`src/rtl/r22sdf_pkg.sv`:
```
// r22sdf_pkg: shared helpers, state encoding and default latency for the R22SDF sequencer
package r22sdf_pkg;
  typedef enum logic [1:0] {
    INIT  = 2'd0,
    RUN   = 2'd1,
    FLUSH = 2'd2
  } state_t;
  function automatic int clog2(input int n);
    int r;
    r = 0;
    for (int v = n - 1; v > 0; v = v >> 1) r++;
    return r;
  endfunction
  function automatic int clog4(input int n);
    return (clog2(n) + 1) / 2;
  endfunction
  function automatic int pipe_lat(input int n);
    return n - 1;
  endfunction
endpackage

```
`src/rtl/r22sdf_idx_cnt.sv`:
```
// r22sdf_idx_cnt: wrapping enabled frame index counter with terminal-count flag (clk, rst, en -> cnt, tc)
module r22sdf_idx_cnt
  import r22sdf_pkg::*;
#(
  parameter int LEN = 64,
  parameter int W   = clog2(LEN)
) (
  input  logic         clk,
  input  logic         rst,
  input  logic         en,
  output logic [W-1:0] cnt,
  output logic         tc
);
  assign tc = cnt == W'(LEN - 1);
  always_ff @(posedge clk)
    if (rst) cnt <= '0;
    else if (en) cnt <= tc ? '0 : cnt + 1'b1;
endmodule

```
`src/rtl/r22sdf_seq_ctrl.sv`:
```
// r22sdf_seq_ctrl: gates the R22SDF chain on CORDIC readiness, drives the global enable from the source/sink handshake, tracks fill, frames outputs and flushes with zeros
module r22sdf_seq_ctrl
  import r22sdf_pkg::*;
#(
  parameter int FFT_LENGTH = 64,
  parameter int N_STAGES   = clog4(FFT_LENGTH),
  parameter int PIPE_LAT   = pipe_lat(FFT_LENGTH),
  parameter int IDX_W      = clog2(FFT_LENGTH)
) (
  input  logic                sys_clk,
  input  logic                sys_rst,
  input  logic [N_STAGES-1:0] cordic_rdy_vec,
  input  logic                s_valid,
  output logic                s_ready,
  input  logic                m_ready,
  output logic                m_valid,
  output logic                m_sop,
  output logic                m_eop,
  output logic [IDX_W-1:0]    m_idx,
  output logic                sys_en_glb,
  output logic                tw_en,
  output logic                zero_in,
  input  logic                flush_req,
  output logic                busy
);
  localparam int FW = clog2(PIPE_LAT + 1);
  state_t state, state_nxt;
  logic [FW-1:0] fill_cnt, flush_cnt;
  logic [IDX_W-1:0] in_idx;
  logic primed, flush_pend, fire, start_flush, end_flush, m_tc, in_tc_unused;
  always_comb begin
    state_nxt   = state;
    s_ready     = 1'b0;
    fire        = 1'b0;
    zero_in     = 1'b0;
    start_flush = 1'b0;
    end_flush   = 1'b0;
    case (state)
      INIT: state_nxt = &cordic_rdy_vec ? RUN : INIT;
      RUN: begin
        s_ready     = m_ready | ~primed;
        fire        = s_valid & s_ready;
        start_flush = flush_pend & (in_idx == '0) & ~fire;
        // an empty pipeline has nothing to drain, so the flush collapses to RUN -> RUN
        state_nxt   = (start_flush & primed) ? FLUSH : RUN;
      end
      FLUSH: begin
        zero_in   = 1'b1;
        fire      = m_ready | ~primed;
        end_flush = fire & (flush_cnt == FW'(1));
        state_nxt = end_flush ? RUN : FLUSH;
      end
      default: state_nxt = INIT;
    endcase
  end
  assign sys_en_glb = fire;
  assign tw_en      = (state == INIT) | fire;
  assign m_valid    = fire & primed;
  assign m_sop      = m_valid & (m_idx == '0);
  assign m_eop      = m_valid & m_tc;
  assign busy       = (state != RUN) | flush_pend | (fill_cnt != '0);
  always_ff @(posedge sys_clk)
    if (sys_rst) begin
      state      <= INIT;
      fill_cnt   <= '0;
      primed     <= 1'b0;
      flush_pend <= 1'b0;
      flush_cnt  <= '0;
    end else begin
      state <= state_nxt;
      // primed mirrors fill_cnt == PIPE_LAT, so incrementing only while unprimed is the saturation
      if (end_flush) begin
        fill_cnt <= '0;
        primed   <= 1'b0;
      end else if (fire && !primed) begin
        fill_cnt <= fill_cnt + 1'b1;
        primed   <= fill_cnt == FW'(PIPE_LAT - 1);
      end
      if (end_flush || (start_flush && !primed)) flush_pend <= 1'b0;
      else if (flush_req && state != FLUSH) flush_pend <= 1'b1;
      if (start_flush) flush_cnt <= FW'(PIPE_LAT);
      else if (state == FLUSH && fire) flush_cnt <= flush_cnt - 1'b1;
    end
  r22sdf_idx_cnt #(.LEN(FFT_LENGTH), .W(IDX_W)) u_in_idx (
    .clk(sys_clk),
    .rst(sys_rst),
    .en (fire & (state == RUN)),
    .cnt(in_idx),
    .tc (in_tc_unused)
  );
  r22sdf_idx_cnt #(.LEN(FFT_LENGTH), .W(IDX_W)) u_m_idx (
    .clk(sys_clk),
    .rst(sys_rst),
    .en (m_valid),
    .cnt(m_idx),
    .tc (m_tc)
  );
endmodule
```
`config.mk`:
```
export PLATFORM = sky130hd
export DESIGN_NAME = r22sdf_seq_ctrl
export DESIGN_NICKNAME = d
export VERILOG_FILES = /design/src/rtl/r22sdf_pkg.sv /design/src/rtl/r22sdf_idx_cnt.sv /design/src/rtl/r22sdf_seq_ctrl.sv
export SDC_FILE = /design/constraint.sdc
export NUM_CORES = 1
export LEC_CHECK = 0
export ABC_CLOCK_PERIOD_IN_PS = 2400
export CAP_MARGIN = 20
export CORE_UTILIZATION = 30
export CTS_CLUSTER_DIAMETER = 60
export DETAILED_ROUTE_END_ITERATION = 8
export PLACE_DENSITY = 0.5
export REMOVE_ABC_BUFFERS = 1
export SLEW_MARGIN = 20
export SYNTH_ARGS = -nofsm -noshare
export SYNTH_HDL_FRONTEND = slang
export SYNTH_HIERARCHICAL = 1
export SYNTH_SLANG_ARGS = --single-unit
```
`constraint.sdc`:
```
create_clock -name sys_clk -period 2.4 [get_ports sys_clk]
set_input_delay 0.72 -clock sys_clk [delete_from_list [all_inputs] [get_ports sys_clk]]
set_output_delay 0.72 -clock sys_clk [all_outputs]
set_load 0.005 [all_outputs]
```
==> results of run 1 <==
## worst max-delay path, cell delays in order, from the launching register on
cell     delay [ps]
dfxtp_4         390
inv_4            50
ha_4            170
a21oi_4         170
nor3b_4          60
buf_4           140
buf_6           110
or2_4           230
buf_6           120
## per-layer routing
layer	track usage, %	vias to the layer above	part of all wire, %
li1	-	709	-
met1	20.54	667	47
met2	25.62	30	47
met3	3.315	4	4.4
met4	3.704	0	0.79
met5	0	-	0
## layout make-up
| cell class | count | area (sq um) | share of cell area, % |
|---|---|---|---|
| sequential | 28 | 568.0 | 27.30 |
| clock buffer | 3 | 41.29 | 1.984 |
| inverter | 10 | 42.54 | 2.044 |
| tap | 67 | 83.83 | 4.029 |
| multi-input combinational | 134 | 970.9 | 46.66 |
| timing repair buffer | 45 | 374.1 | 17.98 |
## sequential cells by signal (all words and copies together) (netlist names)
name,flops
fill_cnt,6
flush_cnt,6
u_in_idx/cnt,6
u_m_idx/cnt,6
state,2
flush_pend,1
primed,1
## timing repair
action,in CTS,in global routing
setup endpoints to repair,8,6
setup buffers,5,1
pin swaps,5,4
gates resized for setup,39,3
cloned,0,0
## synth_stat cells, types with 3 or more instances
library cell,instances,area share (%)
nand2_1,12,3.0
dfxtp_1,28,37
xnor2_1,5,2.9
clkbuf_1,3,0.74
nand4_1,10,4.1
xor2_1,10,5.8
nand2b_1,4,1.6
nor3_1,5,1.6
ha_1,11,9.1
nor3b_1,4,2.0
o22ai_1,3,1.2
a21oi_1,8,2.6
inv_1,10,2.5
nor2_1,21,5.2
or3b_1,3,1.7
nand3_1,6,2.0
## logic make-up (layout without fill, tap and decap cells)
family,after synthesis,after routing
buf+inv,14,58
compound gates,21,21
xor+xnor,15,15
flops,28,28
fa+ha+maj,11,11
simple gates,85,85
mux,2,2
## path summary, 6_finish.rpt
check | start | to | slack (ps) | cells after the start
setup / recovery | state[1] | tw_en | -40 | 8
hold / removal | flush_cnt[1] | flush_cnt[1] | 500 | 2
setup reg to reg | state[0] | u_in_idx/cnt[5] | 310 | 10
hold reg to reg | flush_cnt[1] | flush_cnt[1] | 500 | 2
## through the flow
step | TNS [ps] | area [sq um]
5_1_grt | -198.2 | 2081
6_report | -35.56 | 2081
2_1_floorplan | -40.53 | 1505
3_3_place_gp | -4709 | 1934
4_1_cts | -18.53 | 2082
3_5_place_dp | -4823 | 1934
## power breakdown
part,leakage [nW],internal [mW],switching [mW],total [mW]
clock,0.0216,0.113,0.137,0.250
combinational,0.511,0.0339,0.0306,0.0644
sequential,0.228,0.467,0.00439,0.471
total,0.760,0.613,0.172,0.785
==> results.json, run 1 <==
{
  "drv_cap": 0,
  "status": "finished with violations",
  "diodes": 0,
  "synthArstFlopShare_pct": 0,
  "cts_tree": "done",
  "first_pass_iters": 4,
  "core_area_sq_mm": 0.004786,
  "irDropWorstVdd_mv": 0.2437,
  "power_leakage_nw": 0.7597,
  "drt_iter0_markers": 51,
  "ys_warn_count": 6,
  "via_per_inst": 4.913,
  "synthAdderAreaFrac_pct": 9.053,
  "layout_setup_ws_ps": -35.56,
  "power_density_mw_per_mm2": 377.3,
  "drive_above_1_share_pct": 23.64,
  "synthXorXnorAreaFrac_pct": 8.642,
  "cts_root_buf": "clkbuf_8",
  "start_kind": "flop",
  "ys_ff_latch": 28,
  "ant_nets": 0,
  "rsz0062_at_grt": "true",
  "dp_slack_ps": -721.1,
  "cts.sinks": 28,
  "fp-row-count": 25,
  "syn_area_per_cell_sq_um": 8.638,
  "arrival_ps": 1720,
  "clock_skew_ps": 5.716,
  "final_cells": 287,
  "track_usage_pct": 15.51,
  "ys.flop_type": "dfxtp_1",
  "total_power_uw": 785.2,
  "min_period_over_period_pct": 101.5,
  "synth_area_sq_mm": 0.001520,
  "grt_pass1_vias": 1370,
  "wl_per_cell_microns": 13.60,
  "gr-total-overflow": 0,
  "numPortBuffers": 21,
  "min_path_type": "reg -> reg",
  "layout_min_cycle_time_ps": 2436,
  "ctsHoldBuffers": 0,
  "area_growth_pct": 36.87,
  "synth-simple-area-share_pct": 31.28,
  "final_common_cell": "dfxtp_1",
  "grt_max_degree": 15,
  "timing.final.hold_violations": 0,
  "tightest_slew_ps": 380.2,
  "num_io_pins": 22,
  "slew_violations": 0,
  "hpwl_microns": 2815,
  "synth.distinct_cells": 37,
  "cts_buffers": 3,
  "post-place-cells": 278,
  "clkLatencyLatePin_ps": 270,
  "start_util_pct": 31.76,
  "synth-compound-area-share_pct": 9.383,
  "clk_pin_slew_ps": 90,
  "fmax_ghz": 0.4106,
  "layout_common_cells": "26 x dfxtp_1, 23 x buf_4, 21 x nor2_1",
  "nets": 241,
  "die_area_sq_mm": 0.005356,
  "required_ps": 1680,
  "fin_util_pct": 43.48,
  "ys_seq_area_share_pct": 36.87,
  "antenna_found_initial": 0,
  "crit_fanout": 3,
  "syn_inst": 176,
  "violations": "setup timing",
  "grt_pass1_wl_microns": 6354,
  "synth.area.mux_share_pct": 1.317,
  "drt_wl_total_microns": 3903,
  "route.detailed.drc": 0,
  "setup_viol": 1,
  "holdWs_ps": 502.5,
  "slew_headroom_pct": 74.42,
  "crit_type": "reg -> out",
  "via_count": 1410,
  "htreeDepth": 1,
  "die_w_microns": 73.19,
  "synth_edf_count": 0,
  "fillCellCount": 476,
  "gp_congestion": 0.8004,
  "endpoint_kind": "output port",
  "synth_top_family_by_area": "simple AND/OR/NAND/NOR gates",
  "fp.dieH_microns": 73.19,
  "clock_path_buffers": 2
}
(Power assumes the default switching activity.)
==> run 2, diff against run 1 <==
Settings changed: CORE_UTILIZATION 30 to 50, GPL_ROUTABILITY_DRIVEN from default to 1, PLACE_DENSITY 0.5 to 0.75.
==> run 2 against run 1 <==
  * The run ends with DRC, setup timing left
  * Design area decreased by 2.2%
  * Global-route usage is 8.5 points higher
  * Flip-flop and latch count stayed put
  * Sequential power is essentially flat
  * Die area decreased by 39%
  * Final cell count fell by 13%
  * Via count down 1.2%
  * Total power decreased by 3.6%
  * First-iteration DRC count up 22%
  * Routed wire length decreased by 8.0%
  * Register-to-register slack got worse by 20 ps
  * Critical path type is now in -> out
  * Critical endpoint unchanged
  * Largest power group unchanged
==> results.json, run 2 (synthesized netlist as in run 1, its figures left out) <==
{
  "slew_headroom_pct": 66.32,
  "grt_max_degree": 19,
  "route.detailed.drc": 4,
  "clock_skew_ps": 6.509,
  "crit_chain": "clkdlybuf4s15_2 > nor2b_2 > nor3b_4 > buf_6 > buf_6 > or2_4 > buf_6",
  "grt_pass1_wl_microns": 6141,
  "gp_congestion": 0.8271,
  "violations": "DRC, setup timing",
  "critPathSlowestCell": "or2_4",
  "final_area_sq_mm": 0.002036,
  "cts_root_buf": "clkbuf_4",
  "crit_fanout": 3,
  "wl_per_cell_microns": 14.36,
  "hold_depth": 2,
  "cts_tree": "done",
  "power_density_mw_per_mm2": 371.7,
  "drt_iter0_markers": 62,
  "diodes": 0,
  "cts_buffers": 3,
  "dpl_cell_area_sq_mm": 0.001882,
  "layout_min_cycle_time_ps": 2469,
  "layout_setup_ws_ps": -68.78,
  "start_kind": "input port",
  "post-place-cells": 241,
  "crit_type": "in -> out",
  "holdWs_ps": 534.6,
  "core_area_sq_mm": 0.002829,
  "irDropWorstVdd_mv": 0.2363,
  "htreeDepth": 1,
  "gr-total-overflow": 0,
  "via_count": 1393,
  "clock_path_buffers": 2,
  "antenna_found_initial": 0,
  "drive_above_1_share_pct": 24.66,
  "die_w_microns": 57.14,
  "cp_common_cell": "buf_6",
  "dp_slack_ps": -741.2,
  "tightest_slew_ps": 500.7,
  "clk_pin_slew_ps": 140,
  "fp-row-count": 19,
  "grt_pass1_vias": 1415,
  "fp.dieH_microns": 57.14,
  "cts.sinks": 28,
  "track_usage_pct": 24.02,
  "drt_wl_total_microns": 3590,
  "timing.final.hold_violations": 0,
  "ctsHoldBuffers": 0,
  "reg2reg_slack_ps": 290,
  "required_ps": 1680,
  "holdPathEnd": "fill_cnt[5]",
  "rr_worst_depth": 10,
  "status": "finished with violations",
  "num_io_pins": 22,
  "r2r-end": "u_m_idx/cnt[5]",
  "min_path_type": "reg -> reg",
  "arrival_ps": 1750,
  "nets": 239,
  "area_growth_pct": 33.91,
  "crit_buf_inv": 4,
  "cpPeakStageDelay_ps": 220,
  "drv_cap": 0,
  "final_cells": 250,
  "fmax_ghz": 0.4051,
  "fin_util_pct": 71.96,
  "total_power_uw": 756.6,
  "rsz0062_at_grt": "true",
  "endpoint_kind": "output port",
  "final_common_cell": "dfxtp_1",
  "r2r_start": "state[0]",
  "min_from": "fill_cnt[5]",
  "min_period_over_period_pct": 102.9,
  "first_pass_iters": 6,
  "die_area_sq_mm": 0.003265,
  "ant_nets": 0,
  "layout_common_cells": "26 x dfxtp_1, 21 x nor2_1, 20 x buf_4",
  "start_util_pct": 53.74,
  "fillCellCount": 233,
  "slew_violations": 0,
  "numPortBuffers": 21,
  "path_delay_family": "buffers and inverters",
  "finalSetupTns_ps": -152.4,
  "setup_viol": 3,
  "power_leakage_nw": 0.7664,
  "hpwl_microns": 2596,
  "clkLatencyLatePin_ps": 320,
  "via_per_inst": 5.572
}
[run 2: cell type report]
| type | count | area, sq um | area share, % |
|---|---|---|---|
| repair buffers | 43 | 374.1 | 18.38 |
| clock buffers | 4 | 36.28 | 1.782 |
| flip-flops and latches | 28 | 568.0 | 27.90 |
| multi-input cells | 134 | 975.9 | 47.94 |
| well taps | 31 | 38.79 | 1.905 |
| inverters | 10 | 42.54 | 2.090 |
[run 2: layer usage]
metal,up-vias,wire [microns],global-route usage [%]
li1,704,-,-
met5,-,0,0
met1,653,1626,29.12
met3,8,99,2.494
met2,28,1803,43.03
met4,0,61,10.45
[run 2: worst min-delay path, cell delays in order (launching register included)]
cell and delay (ps):
dfxtp_1 360, o31ai_1 80, a21oi_1 70
[run 2: worst max path at each step]
stage / start / end / cells past startpoint
after CTS: state[0] / m_sop / 7
after floorplan: s_valid / m_sop / 4
after global routing: state[0] / m_sop / 7
after detailed placement: s_valid / m_eop / 6
final: m_ready / tw_en / 7
after global placement: s_valid / m_eop / 6
[run 2: timing repair]
item / 4_1_cts / 5_1_grt
gates cloned: 0 / 0
endpoints found under the setup margin: 7 / 6
setup buffers: 5 / 0
gates resized for setup: 51 / 3
pin swaps: 5 / 0
[run 2: report_power, final]
part / total (mW) / switching [mW] / internal, mW
Clock: 0.224 / 0.131 / 0.0927
Combinational: 0.0614 / 0.0289 / 0.0325
Sequential: 0.472 / 0.00421 / 0.467
Total: 0.757 / 0.164 / 0.593
==> run 3, diff against run 2 <==
Settings changed: PLACE_DENSITY 0.75 to default, PLACE_DENSITY_LB_ADDON from default to 0.1, SLEW_MARGIN 20 to 15.
==> run 3 against run 2 <==
  * The flow still finishes with violations (DRC, setup timing)
  * Maximum frequency up 2.7%
  * Flip-flop and latch count unchanged
  * Via count up 0.50%
  * Sequential share of layout area up 0.14 points
  * Global-route usage down 2.0 points
  * Die area unchanged
  * Design area down 0.49%
  * Hold slack worse by 15 ps
  * Clock power down 16%
  * Final cell count unchanged
  * Total power down 4.1%
  * Critical endpoint is now m_sop
  * Largest power group unchanged
  * Highest routed layer unchanged
==> results.json, run 3 (synthesized netlist as in run 1, its figures left out) <==
{
  "critPathSlowestCell": "dfxtp_4",
  "clk_pin_slew_ps": 140,
  "hpwl_microns": 2491,
  "via_per_inst": 5.600,
  "required_ps": 1680,
  "rr_worst_depth": 9,
  "first_pass_iters": 6,
  "crit_type": "reg -> out",
  "drt_wl_total_microns": 3544,
  "ctsHoldBuffers": 0,
  "layout_common_cells": "26 x dfxtp_1, 21 x nor2_1, 21 x buf_4",
  "gp_congestion": 0.8077,
  "via_count": 1400,
  "num_io_pins": 22,
  "slew_violations": 0,
  "diodes": 0,
  "grt_pass1_wl_microns": 5664,
  "layout_setup_ws_ps": -2.798,
  "htreeDepth": 1,
  "cts_root_buf": "clkbuf_4",
  "setup_viol": 1,
  "crit_fanout": 3,
  "start_kind": "flop",
  "rsz0062_at_grt": "true",
  "post-place-cells": 242,
  "r2r_start": "state[1]",
  "holdPathEnd": "flush_cnt[1]",
  "status": "finished with violations",
  "violations": "DRC, setup timing",
  "cts_buffers": 3,
  "area_growth_pct": 33.25,
  "antenna_found_initial": 0,
  "drive_above_1_share_pct": 24.66,
  "wl_per_cell_microns": 14.18,
  "nets": 240,
  "track_usage_pct": 21.99,
  "power_density_mw_per_mm2": 358.2,
  "final_cells": 250,
  "start_util_pct": 53.74,
  "grt_max_degree": 15,
  "drt_iter0_markers": 67,
  "wl_met3_microns": 156,
  "crit_chain": "inv_4 > ha_4 > nor3b_4 > and2_4 > and3_1 > buf_2",
  "irDropWorstVdd_mv": 0.2231,
  "final_common_cell": "dfxtp_1",
  "min_from": "flush_cnt[1]",
  "path_delay_family": "simple AND/OR/NAND/NOR gates",
  "drt-met1-wl_microns": 1658,
  "tightest_slew_ps": 469.9,
  "cpPeakStageDelay_ps": 410,
  "top_layer_used": "met4",
  "die_area_sq_mm": 0.003265,
  "gr-total-overflow": 0,
  "route.detailed.drc": 4,
  "die_w_microns": 57.14,
  "r2r-end": "u_m_idx/cnt[5]",
  "ant_nets": 0,
  "clkLatencyLatePin_ps": 320,
  "cts.sinks": 28,
  "power_leakage_nw": 0.7499,
  "fp.dieH_microns": 57.14,
  "cts_tree": "done",
  "min_period_over_period_pct": 100.1,
  "numPortBuffers": 21,
  "fp-row-count": 19,
  "min_path_type": "reg -> reg",
  "drv_cap": 0,
  "crit_buf_inv": 2,
  "fmax_ghz": 0.4162,
  "timing.final.hold_violations": 0,
  "arrival_ps": 1680,
  "met2_length_microns": 1665,
  "clock_skew_ps": 7.318,
  "grt_pass1_vias": 1324,
  "layout_min_cycle_time_ps": 2403,
  "endpoint_kind": "output port",
  "core_area_sq_mm": 0.002829,
  "clock_path_buffers": 2,
  "finalSetupTns_ps": -2.798,
  "reg2reg_slack_ps": 360,
  "hold_depth": 2,
  "slew_headroom_pct": 68.39
}
run 3: cell types whose count changed in the layout (fill, tap and decap cells not counted):
cell	previous run	this run
dlymetal6s2s_1	1	0
clkbuf_8	1	0
dlygate4sd2_1	1	2
buf_4	20	21
clkbuf_2	0	1
buf_2	3	2
run 3: final cells by class:
| cell class | instances | area (sq um) |
|---|---|---|
| fillers | 218 | 803.3 |
| well taps | 31 | 38.79 |
| repair buffers | 44 | 377.9 |
| flip-flops and latches | 28 | 568.0 |
| inverters | 10 | 42.54 |
| multi-input cells | 134 | 975.9 |
| clock buffers | 3 | 22.52 |
run 3: worst register-to-register path, delay by kind of cell (launching register included):
family,cells,cell delay [ps]
and+or+nand+nor,4,800
DFF,1,410
buffers and inverters,3,290
adders and majority gates,1,260
AOI/OAI and AO/OA,1,200
run 3: routing by layer:
metal	vias up	track usage, %
met2	29	36.97
met1	653	27.62
met3	6	2.948
met4	0	11.15
li1	712	-
met5	-	0
run 3: power by group:
part / leakage (nW) / total, mW / internal (mW) / switching [mW]
Combinational: 0.509 / 0.0657 / 0.0356 / 0.0301
Sequential: 0.228 / 0.471 / 0.467 / 0.00398
Clock: 0.0138 / 0.189 / 0.0588 / 0.130
run 3: repair_timing:
| action | 4_1_cts | 5_1_grt |
|---|---|---|
| endpoints found under the hold margin | 0 | 0 |
| resized for setup | 42 | 10 |
| pin swaps | 4 | 6 |
| buffers inserted | 2 | 4 |
| endpoints found under the setup margin | 7 | 5 |
run 3: worst max path at each step:
stage / startpoint / depth (start not counted) / end / slack, ps
2_1_floorplan: s_valid / 4 / m_sop / -40
3_3_place_gp: s_valid / 6 / m_eop / -780
3_5_place_dp: s_valid / 6 / m_eop / -740
4_1_cts: state[0] / 6 / m_sop / -110
5_1_grt: state[1] / 6 / m_sop / -80
6_report: state[1] / 6 / m_sop / -3
run 3: through the flow:
stage	hold WS [ps]	power [mW]	setup slack (ps)	area [sq um]	utilization, %
2_1_floorplan	457.3	0.5029	-40.53	1505	-
3_3_place_gp	481.3	0.5379	-782.8	1889	66.78
3_5_place_dp	505.0	0.5392	-744.7	1889	66.78
4_1_cts	523.5	0.7297	-112.7	1988	70.28
5_1_grt	561.1	0.7558	-76.69	2026	71.61
6_report	519.4	0.7257	-2.798	2026	71.61
